[config.mk]
export PLATFORM = sky130hd
export DESIGN_NAME = bus_master_port_flat
export DESIGN_NICKNAME = d
export VERILOG_FILES = /design/src/rtl/bus_master_port_if.sv /design/src/rtl/bus_master_port.sv /design/src/flat_wrapper.sv
export SDC_FILE = /design/constraint.sdc
export NUM_CORES = 1
export LEC_CHECK = 0
export ABC_AREA = 1
export CAP_MARGIN = 40
export CORE_MARGIN = 2
export CORE_UTILIZATION = 46
export CTS_CLUSTER_DIAMETER = 100
export CTS_CLUSTER_SIZE = 20
export DETAILED_ROUTE_END_ITERATION = 10
export HOLD_SLACK_MARGIN = 0.1
export PLACE_DENSITY = 0.95
export SLEW_MARGIN = 5
export SYNTH_ARGS = -nofsm -noshare
export SYNTH_HDL_FRONTEND = slang
export SYNTH_SLANG_ARGS = --single-unit
export TNS_END_PERCENT = 100
[constraint.sdc]
create_clock -name clk -period 3.11 [get_ports clk]
set_clock_uncertainty 0.1 [all_clocks]
set_input_delay 0.622 -clock clk [delete_from_list [all_inputs] [get_ports clk]]
set_output_delay 0.622 -clock clk [all_outputs]
set_load 0.01 [all_outputs]
[src/rtl/bus_master_port_if.sv]
// Core-side request/response and Avalon-style bus signals of the bus master port.
// The master modport is the port block's view; slave is the core + memory view.
interface bus_master_port_if;
  logic        req_valid;
  logic        req_ready;
  logic        req_write;
  logic [1:0]  req_size;
  logic        req_signed;
  logic [31:0] req_addr;
  logic [31:0] req_wdata;
  logic        resp_valid;
  logic [31:0] resp_rdata;
  logic        resp_err;
  logic [31:0] address;
  logic        read;
  logic        write;
  logic        waitrequest;
  logic [31:0] writedata;
  logic [3:0]  byteenable;
  logic [31:0] readdata;

  modport master (
    input  req_valid, req_write, req_size, req_signed, req_addr, req_wdata,
    input  waitrequest, readdata,
    output req_ready, resp_valid, resp_rdata, resp_err,
    output address, read, write, writedata, byteenable
  );

  modport slave (
    output req_valid, req_write, req_size, req_signed, req_addr, req_wdata,
    output waitrequest, readdata,
    input  req_ready, resp_valid, resp_rdata, resp_err,
    input  address, read, write, writedata, byteenable
  );
endinterface

[src/rtl/bus_master_port.sv]
// Bus master port: one byte/half/word access at a time from the core onto an
// Avalon-style bus. Misaligned/reserved-size requests and stall timeouts are
// answered with an error response and never reach the bus.
module bus_master_port #(
  parameter int TIMEOUT = 0,   // stalled cycles before abort, 0 = never
  parameter int CNT_W   = 16
) (
  input logic             clk,
  input logic             reset,
  bus_master_port_if.master bus
);

  typedef enum logic [2:0] {IDLE, ISSUE, CAPTURE, DONE, ERR} state_t;

  state_t      state_q, state_d;
  logic        read_q, read_d, write_q, write_d;
  logic [31:0] address_q, address_d, writedata_q, writedata_d;
  logic [3:0]  be_q, be_d;
  logic        resp_valid_q, resp_valid_d, resp_err_q, resp_err_d;
  logic [31:0] resp_rdata_q, resp_rdata_d;
  logic [CNT_W-1:0] stall_q, stall_d, stall_inc;
  logic [1:0]  size_q, size_d, off_q, off_d;
  logic        signed_q, signed_d;

  logic [1:0]  req_off;
  logic        req_bad;
  logic [3:0]  be_req;
  logic [31:0] wd_req;
  logic [7:0]  rd_byte;
  logic [15:0] rd_half;
  logic [31:0] rd_ext;
  logic        timeout_hit;

  assign req_off     = bus.req_addr[1:0];
  assign stall_inc   = stall_q + CNT_W'(1);
  assign timeout_hit = (TIMEOUT != 0) && (stall_inc >= CNT_W'(TIMEOUT));

  // Decode incoming request: lane enables, replicated store data, alignment check
  always_comb begin
    req_bad = 1'b0;
    be_req  = 4'b0000;
    wd_req  = 32'h0;
    case (bus.req_size)
      2'b00: begin
        be_req = 4'b0001 << req_off;
        wd_req = {4{bus.req_wdata[7:0]}};
      end
      2'b01: begin
        req_bad = req_off[0];
        be_req  = req_off[1] ? 4'b1100 : 4'b0011;
        wd_req  = {2{bus.req_wdata[15:0]}};
      end
      2'b10: begin
        req_bad = (req_off != 2'b00);
        be_req  = 4'b1111;
        wd_req  = bus.req_wdata;
      end
      default: req_bad = 1'b1;
    endcase
  end

  // Extract the addressed field from readdata and sign/zero-extend it
  always_comb begin
    rd_byte = bus.readdata[{off_q, 3'b000} +: 8];
    rd_half = off_q[1] ? bus.readdata[31:16] : bus.readdata[15:0];
    case (size_q)
      2'b00:   rd_ext = {{24{signed_q & rd_byte[7]}}, rd_byte};
      2'b01:   rd_ext = {{16{signed_q & rd_half[15]}}, rd_half};
      default: rd_ext = bus.readdata;
    endcase
  end

  // Next-state and next-output logic; response fields pulse for one cycle
  always_comb begin
    state_d      = state_q;
    read_d       = read_q;
    write_d      = write_q;
    address_d    = address_q;
    writedata_d  = writedata_q;
    be_d         = be_q;
    stall_d      = stall_q;
    size_d       = size_q;
    off_d        = off_q;
    signed_d     = signed_q;
    resp_valid_d = 1'b0;
    resp_err_d   = 1'b0;
    resp_rdata_d = 32'h0;
    case (state_q)
      IDLE: if (bus.req_valid) begin
        if (req_bad) begin
          state_d      = ERR;
          resp_valid_d = 1'b1;
          resp_err_d   = 1'b1;
        end else begin
          state_d     = ISSUE;
          read_d      = !bus.req_write;
          write_d     = bus.req_write;
          address_d   = {bus.req_addr[31:2], 2'b00};
          be_d        = be_req;
          writedata_d = bus.req_write ? wd_req : 32'h0;
          size_d      = bus.req_size;
          off_d       = req_off;
          signed_d    = bus.req_signed;
          stall_d     = '0;
        end
      end
      ISSUE: begin
        if (!bus.waitrequest) begin
          read_d  = 1'b0;
          write_d = 1'b0;
          if (write_q) begin
            state_d      = DONE;
            resp_valid_d = 1'b1;
          end else begin
            state_d = CAPTURE;
          end
        end else begin
          stall_d = stall_inc;
          if (timeout_hit) begin
            read_d       = 1'b0;
            write_d      = 1'b0;
            state_d      = ERR;
            resp_valid_d = 1'b1;
            resp_err_d   = 1'b1;
          end
        end
      end
      CAPTURE: begin
        state_d      = DONE;
        resp_valid_d = 1'b1;
        resp_rdata_d = rd_ext;
      end
      DONE:    state_d = IDLE;
      ERR:     state_d = IDLE;
      default: state_d = IDLE;
    endcase
  end

  // State and registered outputs; reset abandons any access in flight
  always_ff @(posedge clk) begin
    if (reset) begin
      state_q      <= IDLE;
      read_q       <= 1'b0;
      write_q      <= 1'b0;
      address_q    <= 32'h0;
      writedata_q  <= 32'h0;
      be_q         <= 4'b0000;
      resp_valid_q <= 1'b0;
      resp_err_q   <= 1'b0;
      resp_rdata_q <= 32'h0;
      stall_q      <= '0;
      size_q       <= 2'b00;
      off_q        <= 2'b00;
      signed_q     <= 1'b0;
    end else begin
      state_q      <= state_d;
      read_q       <= read_d;
      write_q      <= write_d;
      address_q    <= address_d;
      writedata_q  <= writedata_d;
      be_q         <= be_d;
      resp_valid_q <= resp_valid_d;
      resp_err_q   <= resp_err_d;
      resp_rdata_q <= resp_rdata_d;
      stall_q      <= stall_d;
      size_q       <= size_d;
      off_q        <= off_d;
      signed_q     <= signed_d;
    end
  end

  assign bus.req_ready  = (state_q == IDLE) && !reset;
  assign bus.resp_valid = resp_valid_q;
  assign bus.resp_err   = resp_err_q;
  assign bus.resp_rdata = resp_rdata_q;
  assign bus.address    = address_q;
  assign bus.read       = read_q;
  assign bus.write      = write_q;
  assign bus.writedata  = writedata_q;
  assign bus.byteenable = be_q;

endmodule

[src/flat_wrapper.sv]
// flat-port wrapper written by rule: the top's interface ports become plain ports
module bus_master_port_flat 
#(
  parameter int TIMEOUT = 0,                                            
  parameter int CNT_W   = 16
)
  (clk, reset, bus_req_valid, bus_req_write, bus_req_size, bus_req_signed, bus_req_addr, bus_req_wdata, bus_waitrequest, bus_readdata, bus_req_ready, bus_resp_valid, bus_resp_rdata, bus_resp_err, bus_address, bus_read, bus_write, bus_writedata, bus_byteenable);
  bus_master_port_if bus_i ();
  input logic clk;
  input logic reset;
  input wire logic [$bits(bus_i.req_valid)-1:0] bus_req_valid;
  input wire logic [$bits(bus_i.req_write)-1:0] bus_req_write;
  input wire logic [$bits(bus_i.req_size)-1:0] bus_req_size;
  input wire logic [$bits(bus_i.req_signed)-1:0] bus_req_signed;
  input wire logic [$bits(bus_i.req_addr)-1:0] bus_req_addr;
  input wire logic [$bits(bus_i.req_wdata)-1:0] bus_req_wdata;
  input wire logic [$bits(bus_i.waitrequest)-1:0] bus_waitrequest;
  input wire logic [$bits(bus_i.readdata)-1:0] bus_readdata;
  output wire logic [$bits(bus_i.req_ready)-1:0] bus_req_ready;
  output wire logic [$bits(bus_i.resp_valid)-1:0] bus_resp_valid;
  output wire logic [$bits(bus_i.resp_rdata)-1:0] bus_resp_rdata;
  output wire logic [$bits(bus_i.resp_err)-1:0] bus_resp_err;
  output wire logic [$bits(bus_i.address)-1:0] bus_address;
  output wire logic [$bits(bus_i.read)-1:0] bus_read;
  output wire logic [$bits(bus_i.write)-1:0] bus_write;
  output wire logic [$bits(bus_i.writedata)-1:0] bus_writedata;
  output wire logic [$bits(bus_i.byteenable)-1:0] bus_byteenable;
  assign bus_i.req_valid = bus_req_valid;
  assign bus_i.req_write = bus_req_write;
  assign bus_i.req_size = bus_req_size;
  assign bus_i.req_signed = bus_req_signed;
  assign bus_i.req_addr = bus_req_addr;
  assign bus_i.req_wdata = bus_req_wdata;
  assign bus_i.waitrequest = bus_waitrequest;
  assign bus_i.readdata = bus_readdata;
  assign bus_req_ready = bus_i.req_ready;
  assign bus_resp_valid = bus_i.resp_valid;
  assign bus_resp_rdata = bus_i.resp_rdata;
  assign bus_resp_err = bus_i.resp_err;
  assign bus_address = bus_i.address;
  assign bus_read = bus_i.read;
  assign bus_write = bus_i.write;
  assign bus_writedata = bus_i.writedata;
  assign bus_byteenable = bus_i.byteenable;
  bus_master_port #(.TIMEOUT(TIMEOUT), .CNT_W(CNT_W)) u_core (.clk(clk), .reset(reset), .bus(bus_i));
endmodule
==> flow_summary.rst <==
.. list-table::
   :header-rows: 1

   * - Metric
     - Value
   * - Number of nets in the final layout
     - ~1000
   * - Portion of total power attributed to sequential cells
     - 0.469
   * - Ys Warns
     - 0
   * - First-pass GRT wire length
     - around 23000 um
   * - Critical path data required time
     - around 2400 ps
   * - CTS Root Cell
     - sky130_fd_sc_hd__clkbuf_8
   * - Total clock buffers created by CTS
     - 9
   * - Clock period minus final worst setup slack
     - between 2000 and 3000 ps
   * - Class of the most critical setup path
     - flip-flop to output port
   * - Top sig layer
     - met4
   * - Most frequent standard cell in the layout excluding fill and tap cells
     - sky130_fd_sc_hd__nand2_1
   * - Layout Area Growth over Synthesis
     - 47.12%
   * - Most used cells in the layout excluding fill and tap cells
     - 237 x sky130_fd_sc_hd__nand2_1, 206 x sky130_fd_sc_hd__clkdlybuf4s50_1, 167 x sky130_fd_sc_hd__nor2_1
   * - Antenna-violating nets left
     - 0
   * - Type of element launching the critical path
     - flip-flop
   * - Overflow left after global routing
     - 0
   * - End-of-flow core utilization
     - 0.7015
   * - Total I/O pin count
     - 209
   * - Setup total negative slack
     - 0 ps
   * - Die Footprint
     - 11600 um2
   * - Top fanout value on the critical path
     - 5
   * - Synthesized flop and latch total
     - between 100 and 150
   * - Arr. time, crit path
     - between 1500 and 2000 ps
   * - Setup violators final
     - 0
   * - Final cell count without fillers
     - about 1100
   * - Proportion of power drawn by combinational gates
     - 0.260
   * - Relative contribution of the clock network to total power
     - 0.271
   * - Met2 wire length
     - between 6000 and 7000 um
   * - # resized after CTS
     - 0
   * - Antenna violations before repair
     - 0
   * - Kind of end point of the critical path
     - output port
   * - Row Count
     - 37
   * - Setup slack of the most critical reg-to-reg path
     - a little under 900 ps
   * - Fraction of final layout cells sized beyond drive strength 1
     - 0.04108
   * - Clock tree from TritonCTS
     - done
   * - Number of buffers added for setup after CTS
     - 0
   * - Routed length on met1
     - around 6100 um
   * - Worst slack at placement
     - around 470 ps
   * - Number of detailed-routing iterations run before antenna repair
     - 5
   * - Run status
     - completed
   * - Register-to-Register Path Depth
     - 7
   * - Synthesized instance count
     - between 700 and 800
   * - Buffer levels on the longest clock path
     - 2
   * - Capture point of the critical path
     - bus_req_ready
   * - Kind of path behind the tightest hold check
     - flip-flop to flip-flop
   * - Maximum level of the CTS H-tree
     - 3
   * - RSZ-0062 raised after global routing
     - false
   * - Sequential cell area
     - roughly 2200 um2
   * - Cell area after placement
     - between 7000 and 8000 um2
   * - Critical R2R Launch
     - u_core.off_q[1]
   * - Worst IR drop on VDD
     - 269.9 uV
   * - Wirelength per Cell
     - between 10 and 15 um
   * - Routability Congestion
     - about 0.88
   * - Power density cells
     - roughly 460 nW/um2
   * - Sequential cell area fraction in the yosys report
     - 0.4453
   * - Crit path from
     - u_core.state_q[2]
   * - End of the worst register-to-register path
     - u_core.bus.resp_rdata[28]
   * - Worst-path clk slew
     - around 110 ps
   * - Distinct cell type count of the synthesized netlist
     - 26
   * - Filler cell count in the final layout
     - about 850
   * - Detailed-route wire length
     - 14600 um
   * - Initial Utilization
     - 0.4768
   * - Routed length on met3
     - 1327 um
   * - Final Cell Area
     - 7274 um2
   * - Overall power consumption
     - 3.347 mW
   * - Instance count along the most critical hold path
     - 2
   * - Die Height
     - between 100 and 150 um
   * - Largest net degree at the start of global routing
     - 57
   * - Source-to-sink clock delay at the later pin of the worst-skew pair
     - about 360 ps
   * - Total of hold buffers inserted after clock tree synthesis
     - 0
   * - Area of combinational cells with multiple inputs
     - about 2400 um2
   * - Standby leakage power
     - 3.032 nW
   * - Floorplan die width
     - 107.7 um
   * - Max_cap viols
     - 0
   * - Number of antenna cells inserted
     - 0
   * - Final slew viol count
     - 0
   * - Global-route usage over all layers
     - 0.2489
   * - DRC
     - 0
   * - Detail Placement HPWL
     - 10640 um
   * - Worst slew slack as a fraction of its limit
     - 0.5397
   * - Buffers added on ports
     - 206
   * - Minimum setup slack in the final design
     - 570.5 ps
   * - Via count
     - around 5300
   * - Vias in the first global route
     - 5081
   * - Placeable Area
     - roughly 10000 um2
   * - Net Sw Frac
     - 0.3053
   * - Final worst path period share
     - 0.8166
   * - Internal power summed over all cells
     - around 2.3 mW
   * - Via/cell ratio
     - between 4 and 5
   * - Cell area after synthesis
     - 4945 um2
   * - Highest clock rate
     - 0.3938 GHz
   * - Sinks on Clock Net
     - 110
   * - Number of DRC markers after the initial detailed-route iteration
     - roughly 380
   * - Final hold violation count
     - 0
   * - Actual transition at the worst max-transition pin
     - 689.4 ps
   * - Net switching power figure
     - between 1 and 1.5 mW
   * - Avg Synthesized Cell Area
     - 6.755 um2
   * - Total instance count after detailed placement
     - between 1000 and 1500
   * - Fin Hold WS
     - between 300 and 400 ps
==> worst max-delay path, cell delays in order, from the launching register on <==
cell	delay, ps
sky130_fd_sc_hd__dfxtp_1	350
sky130_fd_sc_hd__nor2_4	170
sky130_fd_sc_hd__inv_2	80
sky130_fd_sc_hd__nor2_4	130
sky130_fd_sc_hd__inv_2	90
sky130_fd_sc_hd__nor2_1	100
sky130_fd_sc_hd__clkdlybuf4s50_1	550
==> cells by family (layout without fill, tap and decap cells) <==
family                 count (synthesis)  in the layout  share of synthesized area
and+or+nand+nor                      434            434                     0.3434
other                                  1              2                  0.0007584
AOI/OAI and AO/OA                    111            111                     0.1384
DFF                                  110            110                     0.4453
buffers and inverters                 76            268                    0.07211
==> cells in the mapped netlist <==
master	instances	area share
sky130_fd_sc_hd__a211oi_1	1	0.0015
sky130_fd_sc_hd__a21oi_1	45	0.046
sky130_fd_sc_hd__a22oi_1	1	0.0015
sky130_fd_sc_hd__a31oi_1	3	0.0038
sky130_fd_sc_hd__and2_1	1	0.0013
sky130_fd_sc_hd__buf_1	1	0.00076
sky130_fd_sc_hd__buf_2	12	0.012
sky130_fd_sc_hd__buf_4	13	0.020
sky130_fd_sc_hd__buf_6	1	0.0023
sky130_fd_sc_hd__clkbuf_1	14	0.011
sky130_fd_sc_hd__clkinv_1	3	0.0023
sky130_fd_sc_hd__conb_1	1	0.00076
sky130_fd_sc_hd__dfxtp_1	110	0.45
sky130_fd_sc_hd__inv_1	29	0.022
sky130_fd_sc_hd__inv_2	3	0.0023
sky130_fd_sc_hd__nand2_1	237	0.18
sky130_fd_sc_hd__nand2_2	1	0.0013
sky130_fd_sc_hd__nand3_1	21	0.021
sky130_fd_sc_hd__nand4_1	2	0.0025
sky130_fd_sc_hd__nor2_1	167	0.13
sky130_fd_sc_hd__nor2_2	1	0.0013
sky130_fd_sc_hd__nor2_4	4	0.0091
sky130_fd_sc_hd__o211ai_1	7	0.011
sky130_fd_sc_hd__o21ai_0	14	0.014
sky130_fd_sc_hd__o21ai_2	2	0.0035
sky130_fd_sc_hd__o21bai_1	38	0.058
==> registers in the layout, indices dropped and copies added (netlist names) <==
name / cells
u_core.state_q: 3
u_core.bus.resp_rdata: 32
u_core.bus.read: 1
u_core.bus.writedata: 32
u_core.signed_q: 1
u_core.bus.resp_valid: 1
u_core.bus.byteenable: 4
u_core.bus.resp_err: 1
u_core.off_q: 2
u_core.bus.write: 1
u_core.size_q: 2
u_core.bus.address: 30
==> layout make-up <==
type	instances	share of cell area
Tap cell	136	0.02339
Multi-Input combinational cell	547	0.3292
Inverter	35	0.01806
Sequential cell	110	0.3027
Clock buffer	9	0.01703
Clock inverter	7	0.01135
Timing Repair Buffer	217	0.2982
==> per-layer routing <==
layer  global-route usage  up-vias
li1                     -     2655
met1               0.2994     2368
met2               0.4286      244
met3              0.06659       26
met4              0.08333        0
met5                    0        -
==> power groups by stage <==
| stage | Clock (mW) | Sequential, mW | Combinational, mW |
|---|---|---|---|
| finish | 0.906 | 1.57 | 0.872 |
| global route | 0.963 | 1.58 | 0.966 |
| CTS | 0.916 | 1.57 | 0.872 |
| detailed placement | 0 | 1.60 | 0.865 |
| global placement | 0 | 1.60 | 0.850 |
| floorplan | 0 | 1.63 | 0.419 |
==> worst min-delay path by stage <==
stage / to / start
after floorplan: u_core.size_q[0] / u_core.size_q[0]
after global placement: u_core.bus.address[21] / u_core.bus.address[21]
after detailed placement: u_core.bus.writedata[12] / u_core.bus.writedata[12]
after CTS: u_core.bus.writedata[10] / u_core.bus.writedata[10]
after global routing: u_core.bus.writedata[31] / u_core.bus.writedata[31]
final: u_core.bus.writedata[12] / u_core.bus.writedata[12]
No activity file was read; power rests on OpenSTA's default activity.
